--- config.mk ---
export PLATFORM = sky130hd
export DESIGN_NAME = slot_bus_master
export DESIGN_NICKNAME = d
export VERILOG_FILES = /design/src/rtl/slot_bus_master.sv
export SDC_FILE = /design/constraint.sdc
export NUM_CORES = 1
export LEC_CHECK = 0
export CAP_MARGIN = 30
export CORE_AREA = 10 10 101 103
export DETAILED_ROUTE_END_ITERATION = 10
export DIE_AREA = 0 0 111 113
export PLACE_DENSITY = 0.7
export SLEW_MARGIN = 15
export SYNTH_ARGS = -nofsm -noshare
export SYNTH_HDL_FRONTEND = slang
export SYNTH_SLANG_ARGS = --single-unit
export TNS_END_PERCENT = 5
--- constraint.sdc ---
create_clock -name clk_20mhz -period 2.07 [get_ports clk_20mhz]
set_input_delay 0.414 -clock clk_20mhz [delete_from_list [all_inputs] [get_ports clk_20mhz]]
set_output_delay 0.414 -clock clk_20mhz [all_outputs]
set_load 0.01 [all_outputs]
--- src/rtl/slot_bus_master.sv ---
// Option-slot bus initiator: frames single-register requests into SEL/CMD/REG/DATA/DESEL cycles.
// Optional macro SLOT_POLL_EN enables repeated DATA reads until a stop value or POLL_MAX reads.
module slot_bus_master #(
  parameter int CLK_DIV  = 4,
  parameter int POLL_MAX = 64
) (
  input  logic       clk_20mhz,
  input  logic       reset_x,
  input  logic       req_valid,
  output logic       req_ready,
  input  logic [7:0] req_cmd,
  input  logic [7:0] req_reg,
  input  logic [7:0] req_wdata,
  input  logic       req_read,
  input  logic       req_poll,
  input  logic [7:0] poll_until,
  output logic       rsp_valid,
  output logic [7:0] rsp_data,
  output logic       rsp_timeout,
  output logic       slot_x,
  output logic       clk_rw,
  output logic       ax_d,
  output logic       r_wx,
  output logic [7:0] bus_dout,
  output logic       bus_doe,
  input  logic [7:0] bus_din,
  input  logic       int_x,
  output logic       irq_sync
);

  // state | meaning
  // IDLE  | bus idle, slot deselected, request accepted here
  // SEL   | select cycle, 0xFF driven with ax_d=0
  // CMD   | command byte cycle
  // REG   | register byte cycle
  // DATA  | data cycle (ax_d=1), repeated while polling
  // DESEL | closing 0xFF cycle, response issued on exit
  typedef enum logic [2:0] {S_IDLE, S_SEL, S_CMD, S_REG, S_DATA, S_DESEL} state_t;

  localparam int CNT_W = (CLK_DIV > 2) ? $clog2(CLK_DIV) : 1;
  localparam logic [CNT_W-1:0] PH_LOAD = CNT_W'(CLK_DIV - 1);

  state_t           state, state_n;
  logic [CNT_W-1:0] ph_cnt, ph_n;
  logic             clk_rw_n, slot_x_n, ax_d_n, r_wx_n, bus_doe_n;
  logic [7:0]       bus_dout_n;
  logic [7:0]       lat_cmd, lat_reg, lat_wdata, lat_until;
  logic [7:0]       lat_cmd_n, lat_reg_n, lat_wdata_n, lat_until_n;
  logic             lat_read, lat_poll, lat_read_n, lat_poll_n;
  logic [7:0]       rd_data, rd_data_n, poll_cnt, poll_cnt_n;
  logic             rsp_valid_n, rsp_timeout_n;
  logic [7:0]       rsp_data_n;
  logic             poll_more, poll_timeout;
  logic             irq_meta;

`ifdef SLOT_POLL_EN
  assign poll_more    = lat_read && lat_poll && (rd_data != lat_until) && (poll_cnt < 8'(POLL_MAX));
  assign poll_timeout = lat_read && lat_poll && (rd_data != lat_until);
`else
  logic unused_poll;
  assign poll_more    = 1'b0;
  assign poll_timeout = 1'b0;
  assign unused_poll  = ^{lat_poll, lat_until, poll_cnt};
`endif

  assign req_ready = (state == S_IDLE);

  always_comb begin
    state_n       = state;
    ph_n          = ph_cnt;
    clk_rw_n      = clk_rw;
    slot_x_n      = slot_x;
    ax_d_n        = ax_d;
    r_wx_n        = r_wx;
    bus_dout_n    = bus_dout;
    bus_doe_n     = bus_doe;
    lat_cmd_n     = lat_cmd;
    lat_reg_n     = lat_reg;
    lat_wdata_n   = lat_wdata;
    lat_read_n    = lat_read;
    lat_poll_n    = lat_poll;
    lat_until_n   = lat_until;
    rd_data_n     = rd_data;
    poll_cnt_n    = poll_cnt;
    rsp_valid_n   = 1'b0;
    rsp_data_n    = rsp_data;
    rsp_timeout_n = rsp_timeout;

    if (state == S_IDLE) begin
      if (req_valid) begin
        lat_cmd_n   = req_cmd;
        lat_reg_n   = req_reg;
        lat_wdata_n = req_wdata;
        lat_read_n  = req_read;
        lat_poll_n  = req_poll;
        lat_until_n = poll_until;
        rd_data_n   = 8'h00;
        poll_cnt_n  = 8'h00;
        state_n     = S_SEL;
        ph_n        = PH_LOAD;
        clk_rw_n    = 1'b0;
        slot_x_n    = 1'b0;
        ax_d_n      = 1'b0;
        r_wx_n      = 1'b0;
        bus_dout_n  = 8'hFF;
        bus_doe_n   = 1'b1;
      end
    end else if (ph_cnt != '0) begin
      ph_n = ph_cnt - CNT_W'(1);
    end else if (!clk_rw) begin
      // rising strobe: read data is sampled on this same edge
      clk_rw_n = 1'b1;
      ph_n     = PH_LOAD;
      if (state == S_DATA && lat_read) begin
        rd_data_n  = bus_din;
        poll_cnt_n = (poll_cnt == 8'hFF) ? poll_cnt : poll_cnt + 8'd1;
      end
    end else begin
      clk_rw_n = 1'b0;
      ph_n     = PH_LOAD;
      case (state)
        S_SEL: begin
          state_n    = S_CMD;
          bus_dout_n = lat_cmd;
        end
        S_CMD: begin
          state_n    = S_REG;
          bus_dout_n = lat_reg;
        end
        S_REG: begin
          state_n    = S_DATA;
          ax_d_n     = 1'b1;
          r_wx_n     = lat_read;
          bus_dout_n = lat_wdata;
          bus_doe_n  = !lat_read;
        end
        S_DATA: begin
          if (!poll_more) begin
            state_n    = S_DESEL;
            ax_d_n     = 1'b0;
            r_wx_n     = 1'b0;
            bus_dout_n = 8'hFF;
            bus_doe_n  = 1'b1;
          end
        end
        S_DESEL: begin
          state_n       = S_IDLE;
          slot_x_n      = 1'b1;
          r_wx_n        = 1'b1;
          bus_doe_n     = 1'b0;
          rsp_valid_n   = 1'b1;
          rsp_data_n    = lat_read ? rd_data : 8'h00;
          rsp_timeout_n = poll_timeout;
        end
        default: state_n = S_IDLE;
      endcase
    end
  end

  always_ff @(posedge clk_20mhz or negedge reset_x) begin
    if (!reset_x) begin
      state       <= S_IDLE;
      ph_cnt      <= '0;
      clk_rw      <= 1'b0;
      slot_x      <= 1'b1;
      ax_d        <= 1'b0;
      r_wx        <= 1'b1;
      bus_dout    <= 8'hFF;
      bus_doe     <= 1'b0;
      lat_cmd     <= 8'h00;
      lat_reg     <= 8'h00;
      lat_wdata   <= 8'h00;
      lat_read    <= 1'b0;
      lat_poll    <= 1'b0;
      lat_until   <= 8'h00;
      rd_data     <= 8'h00;
      poll_cnt    <= 8'h00;
      rsp_valid   <= 1'b0;
      rsp_data    <= 8'h00;
      rsp_timeout <= 1'b0;
    end else begin
      state       <= state_n;
      ph_cnt      <= ph_n;
      clk_rw      <= clk_rw_n;
      slot_x      <= slot_x_n;
      ax_d        <= ax_d_n;
      r_wx        <= r_wx_n;
      bus_dout    <= bus_dout_n;
      bus_doe     <= bus_doe_n;
      lat_cmd     <= lat_cmd_n;
      lat_reg     <= lat_reg_n;
      lat_wdata   <= lat_wdata_n;
      lat_read    <= lat_read_n;
      lat_poll    <= lat_poll_n;
      lat_until   <= lat_until_n;
      rd_data     <= rd_data_n;
      poll_cnt    <= poll_cnt_n;
      rsp_valid   <= rsp_valid_n;
      rsp_data    <= rsp_data_n;
      rsp_timeout <= rsp_timeout_n;
    end
  end

  always_ff @(posedge clk_20mhz or negedge reset_x) begin
    if (!reset_x) begin
      irq_meta <= 1'b0;
      irq_sync <= 1'b0;
    end else begin
      irq_meta <= int_x;
      irq_sync <= irq_meta;
    end
  end

endmodule
==> impl_results.md, run 1 <==
* Synth Instances at 220
* Placed Cells at roughly 380
* Hold Crit Class: input port to async pin
* Maximum clock rate at between 500 and 600 MHz
* Power Density at 1350 nW/µm²
* VDD IR max at 0.558 mV
* Synth cell types at 40
* Setup violations, final at 0
* Initial antenna violation count at 0
* Total number of H-tree levels at 3
* WS Path Type: flop to primary output
* Std cell rows at 33
* Reg clk slew, reported paths at around 0.07 ns
* Cell taking the most area after synthesis: dfrtp_1
* Final design area excluding fillers at 3700 µm²
* Congestion Overflow GR at 0
* Setup ws final at 0.175 ns
* IO Pins at 71
* CTS tree: done
* Req. time, crit path at 1.66 ns
* Top-area cell type share of the netlist area at 46.7%
* Crit end category: primary output
* Post-route ant nets at 0
* 1st-pass router iterations at 4
* Placed cell area at 3490 µm²
* Die area at about 13000 µm²
* DRT iter0 DRCs at 96
* Starting Density at 34.2%
* CTS sink cnt at a little over 60
* Fin. Hold Viols at 0
* P&R area growth vs syn at 32.8%
* Clk_lat worst skew at roughly 0.34 ns
* Root buffer cell: clkbuf_8
* Drt total wl at 6660 µm
* DR WL/cell at roughly 17 µm
* Final slew viol count at 0
* DRC at 0
* LEAKAGE at 0.00157 µW
* Most frequent cell after synthesis: dfrtp_1
* Ys async rst share at 100%
* Number of buffers created by CTS at 9
* Worst path arrival time at about 1.5 ns
* Syn_nets at 267
* Max-cap viol count at 0
* Proportion of synthesized chip area in sequential cells at 56.2%
* Crit share post-route at 91.5%
* IO buf count at 60
* # nets final at 332
* Die X at 111 µm
* Die height at between 100 and 150 µm
* Synth Warn # at 0
* Hpwl dp at 4690 µm
* Core area at 8130 µm²
* Setup tns final at 0 ns
* Mapped Area at around 2800 µm²
* Synth area leaders: dfrtp_1 47%, mux2_4 10%, dfstp_2 9.4%, mux2_1 3.2%, nand2_1 2.8%
* Final std cells w/o fill at 395
* Hold-fix buffers at CTS at 0
* #FFs+latches synth at 62
* Crit-path max FO at 5
* Gr usage total at 11.0%
* Via count at 1918
* Type of origin of the critical path: flop
* Setup Skew at about 0.0035 ns
* Dpl ws at 0.155 ns
* Post-CTS setup buffers at 0
* First-pass GRT wire length at 11200 µm
* Status: finished, final reports clean
* Number of flops mapped to enable cells by yosys at 0
* Share of cells above drive strength 1 at 23.8%
* Final core utilization at a little under half
* Vias per inst at 4.86
* Most frequent cells after synthesis: 52 x dfrtp_1, 21 x nand2_1, 19 x mux2_4
* Crit path time final at 1.89 ns
* Unrepaired setup endpoints after global routing: false
* Vias in the first global route at 2084
* GPL Wtd Cong at 0.716
* Maximum root-to-sink buffer count at 2
* Top FF cell, synth: dfrtp_1
* Mean Syn Cell Area at 12.7 µm²
* Largest net degree at the start of global routing at 63
* Diodes inserted at 0
## cells by family (layout without fill, tap and decap cells)
| group | count (synthesis) | count (layout) | synth area share [%] |
|---|---|---|---|
| DFF | 62 | 62 | 56.2 |
| and+or+nand+nor | 41 | 41 | 7.37 |
| muxes | 33 | 33 | 15.9 |
| buffers and inverters | 24 | 94 | 5.66 |
| other | 1 | 1 | 0.135 |
| adders and majority gates | 1 | 1 | 0.449 |
| AOI/OAI and AO/OA | 58 | 58 | 14.3 |
## final cells by class
class / count / area [µm²]
Timing Repair Buffer: 69 / 699
Sequential cell: 62 / 1560
Multi-Input combinational cell: 134 / 1070
Clock buffer: 12 / 155
Inverter: 9 / 35.0
Fill cell: 766 / 4440
Tap cell: 105 / 131
Clock inverter: 4 / 45.0
## worst max-delay path: stages, from the launching register on
cell,delay (ns)
dfrtp_1,0.39
or3_4,0.39
clkinv_2,0.08
dlygate4sd2_1,0.28
## report_power, final
| group | internal, µW | total, µW | leakage, µW | switching (µW) |
|---|---|---|---|---|
| Clock | 616 | 1070 | 0.000106 | 456 |
| Combinational | 1050 | 1860 | 0.000708 | 809 |
| Sequential | 1730 | 2050 | 0.000753 | 322 |
## per-layer routing
layer / track usage [%] / part of all wire [%] / up-vias / wire length [µm]
li1: - / - / 920 / -
met1: 13.4 / 45 / 932 / 3010
met2: 16.9 / 47 / 57 / 3130
met3: 5.07 / 6.8 / 9 / 455
met4: 3.13 / 0.93 / 0 / 62
met5: 0 / 0 / - / 0
## cell usage in the layout (no fill, tap or decap), drive strengths merged
| cell | netlist | routed |
|---|---|---|
| bufinv | 0 | 1 |
| o32ai | 8 | 8 |
| a221oi | 1 | 1 |
| conb | 1 | 1 |
| dfstp | 10 | 10 |
| a21boi | 1 | 1 |
| nand2 | 21 | 21 |
| a32o | 1 | 1 |
| dlygate4sd2 | 0 | 1 |
| dfrtp | 52 | 52 |
| buf | 10 | 10 |
| and2 | 1 | 1 |
| o21ai | 12 | 12 |
| nor3 | 3 | 3 |
| or3 | 3 | 3 |
| o31ai | 1 | 1 |
| o21bai | 1 | 1 |
| a22o | 8 | 8 |
| a221o | 1 | 1 |
| o22ai | 9 | 9 |
| a21oi | 15 | 15 |
| or2 | 2 | 2 |
| nor2 | 5 | 5 |
| ha | 1 | 1 |
| mux2 | 33 | 33 |
| clkinv | 2 | 5 |
| clkdlybuf4s50 | 0 | 58 |
| nand2b | 3 | 3 |
| clkbuf | 5 | 12 |
| inv | 7 | 7 |
| nand3 | 3 | 3 |
## what timing repair did
action	4_1_cts	5_1_grt
pin swaps	0	0
setup endpoints to repair	1	8
resized for setup	1	1
## path summary, 6_finish.rpt
kind	startpoint	endpoint	slack, ns	cells past startpoint
hold reg to reg	irq_meta	irq_sync	0.35	0
hold / removal	reset_x	irq_sync	0.08	2
setup reg to reg	ph_cnt[0]	bus_dout[5]	0.29	6
max in group asynchronous	reset_x	bus_dout[6]	1.68	2
setup / recovery	state[1]	req_ready	0.18	3
min in group clk_20mhz	irq_meta	irq_sync	0.35	0
## stage by stage
step	total power, µW	hold slack, ns
global placement	3870	0.338
global route	5310	0.0872
floorplan	3250	0.118
CTS	5050	0.0811
finish	4980	0.0754
detailed placement	3950	0.345
(Power assumes the default switching activity.)
==> run 2: changes to the inputs <==
CORE_AREA = 10 10 87 89   (was 10 10 101 103)
DIE_AREA = 0 0 97 99   (was 0 0 111 113)
PLACE_DENSITY = 0.89   (was 0.7)
SKIP_LAST_GASP = 1   (was unset)
==> impl_results.md, run 2 (synthesized netlist as in run 1, its figures left out) <==
* Largest net degree at the start of global routing at 28
* # nets final at 332
* Crit path time final at 1.90 ns
* Crit-path max FO at 5
* Worst path arrival time at 1.49 ns
* FF-to-FF End: bus_dout[7]
* Die X at a little under 100 µm
* Power Density at 1340 nW/µm²
* Hold-fix buffers at CTS at 0
* Maximum root-to-sink buffer count at 2
* Core area at 5850 µm²
* 1st-pass router iterations at 5
* Congestion Overflow GR at 0
* Fin. Hold Viols at 0
* Final design area excluding fillers at 3620 µm²
* Drt total wl at 6570 µm
* Final slew viol count at 0
* Std cell rows at 28
* Status: finished, final reports clean
* Sw Share at 32.4%
* Placed Cells at 349
* Max-cap viol count at 0
* Setup violations, final at 0
* WS Path Type: flop to primary output
* Post-route ant nets at 0
* Initial antenna violation count at 0
* Reg2reg path depth at 6
* Setup Skew at 0.00552 ns
* Final core utilization at 61.8%
* Vias in the first global route at 2181
* Final std cells w/o fill at ~370
* Diodes inserted at 0
* First-pass GRT wire length at 11000 µm
* Worst path slowest cell: or3_4
* Crit share post-route at roughly nine tenths
* Worst path top cell family by delay: simple AND/OR/NAND/NOR gates
* Critical R2R Launch: ph_cnt[0]
* Root buffer cell: clkbuf_8
* Min Hold Slack at between 0.03 and 0.04 ns
* Clock power share at 19.1%
* R2R setup slack at 0.26 ns
* Setup tns final at 0 ns
* Hold Crit Class: input port to async pin
* DRC at 0
* Comb power frac at 38.5%
* IO buf count at 60
* Die height at 99 µm
* Share of cells above drive strength 1 at 22.8%
* DRT iter0 DRCs at 190
* Crit end category: primary output
* Sequential share of power at 42.4%
* CTS tree: done
* IO Pins at 71
* Reg clk slew, reported paths at 0.06 ns
* Placed cell area at 3440 µm²
* Most frequent cells in the layout: 58 x clkdlybuf4s50_1, 52 x dfrtp_1, 21 x nand2_1, 19 x mux2_4, 13 x a21oi_1
* Slowest stage delay, CP at ~0.42 ns
* P&R area growth vs syn at 30.0%
* Net Switching at ~1600 µW
* Number of buffers created by CTS at 9
* Clk_lat worst skew at 0.33 ns
* Die area at just under 10000 µm²
* VDD IR max at 0.635 mV
* Maximum clock rate at 526 MHz
* Crit path cell chain: or3_4 -> clkinv_2 -> dlygate4sd2_1
* DR WL/cell at 18.0 µm
* Gr usage total at ~14%
* Via count at slightly above 2k
* Post-CTS setup buffers at 0
* Most common cell after layout, fill and taps aside: clkdlybuf4s50_1
* Starting Density at 47.6%
* Unrepaired setup endpoints after global routing: false
* GPL Wtd Cong at 0.803
* CTS sink cnt at 62
* WP buf/inv at 2
* Internal at approximately 3300 µW
* Type of origin of the critical path: flop
* Hpwl dp at 4770 µm
* LEAKAGE at between 0.0015 and 0.002 µW
* Total number of H-tree levels at 3
* Req. time, crit path at 1.66 ns
* Vias per inst at 5.53
==> run 2: worst max-delay path by stage <==
stage                     startpoint           to  slack, ns  depth (start not counted)
after floorplan             state[0]   lat_reg[0]       0.29                          7
after detailed placement   req_valid  bus_dout[1]       0.17                          5
after CTS                   state[0]    req_ready       0.14                          3
after global placement     req_valid  bus_dout[2]       0.21                          5
after global routing        state[0]    req_ready       0.11                          3
final                       state[0]    req_ready       0.17                          3
==> run 2: stage by stage <==
| stage | setup slack [ns] | power, µW |
|---|---|---|
| after floorplan | 0.287 | 3250 |
| after global placement | 0.210 | 3810 |
| after detailed placement | 0.172 | 3930 |
| after CTS | 0.137 | 4870 |
| after global routing | 0.106 | 5140 |
| final | 0.168 | 4830 |
==> run 2: power groups by stage <==
stage	clock network, µW	registers (µW)	logic (µW)
floorplan	0	2010	1240
global placement	0	2040	1770
detailed placement	0	2060	1870
CTS	947	2050	1880
global route	998	2110	2030
finish	922	2050	1860
==> run 2: routing by layer <==
metal	routed length, µm	vias to the layer above	GRT usage, %
met5	0	-	0
met2	3210	77	23.3
li1	-	920	-
met3	479	7	5.38
met1	2800	1015	16.0
met4	76	0	6.02
==> run 2: what timing repair did <==
item / 4_1_cts / 5_1_grt
pin swaps: 0 / 0
gates resized for setup: 1 / 1
endpoints found under the setup margin: 1 / 5
==> run 2: layout make-up <==
class | count | area, µm²
fill | 438 | 2230
sequential | 62 | 1560
multi-input combinational | 134 | 1070
timing repair buffer | 69 | 687
clock buffer | 15 | 166
tap | 75 | 93.8
inverter | 9 | 35.0
clock inverter | 1 | 5.00
==> run 3: changes to the inputs <==
CAP_MARGIN = unset   (was 30)
CTS_CLUSTER_SIZE = 8   (was unset)
==> results of run 3 <==
Final layout, timing and power as in run 2 (identical DEF).
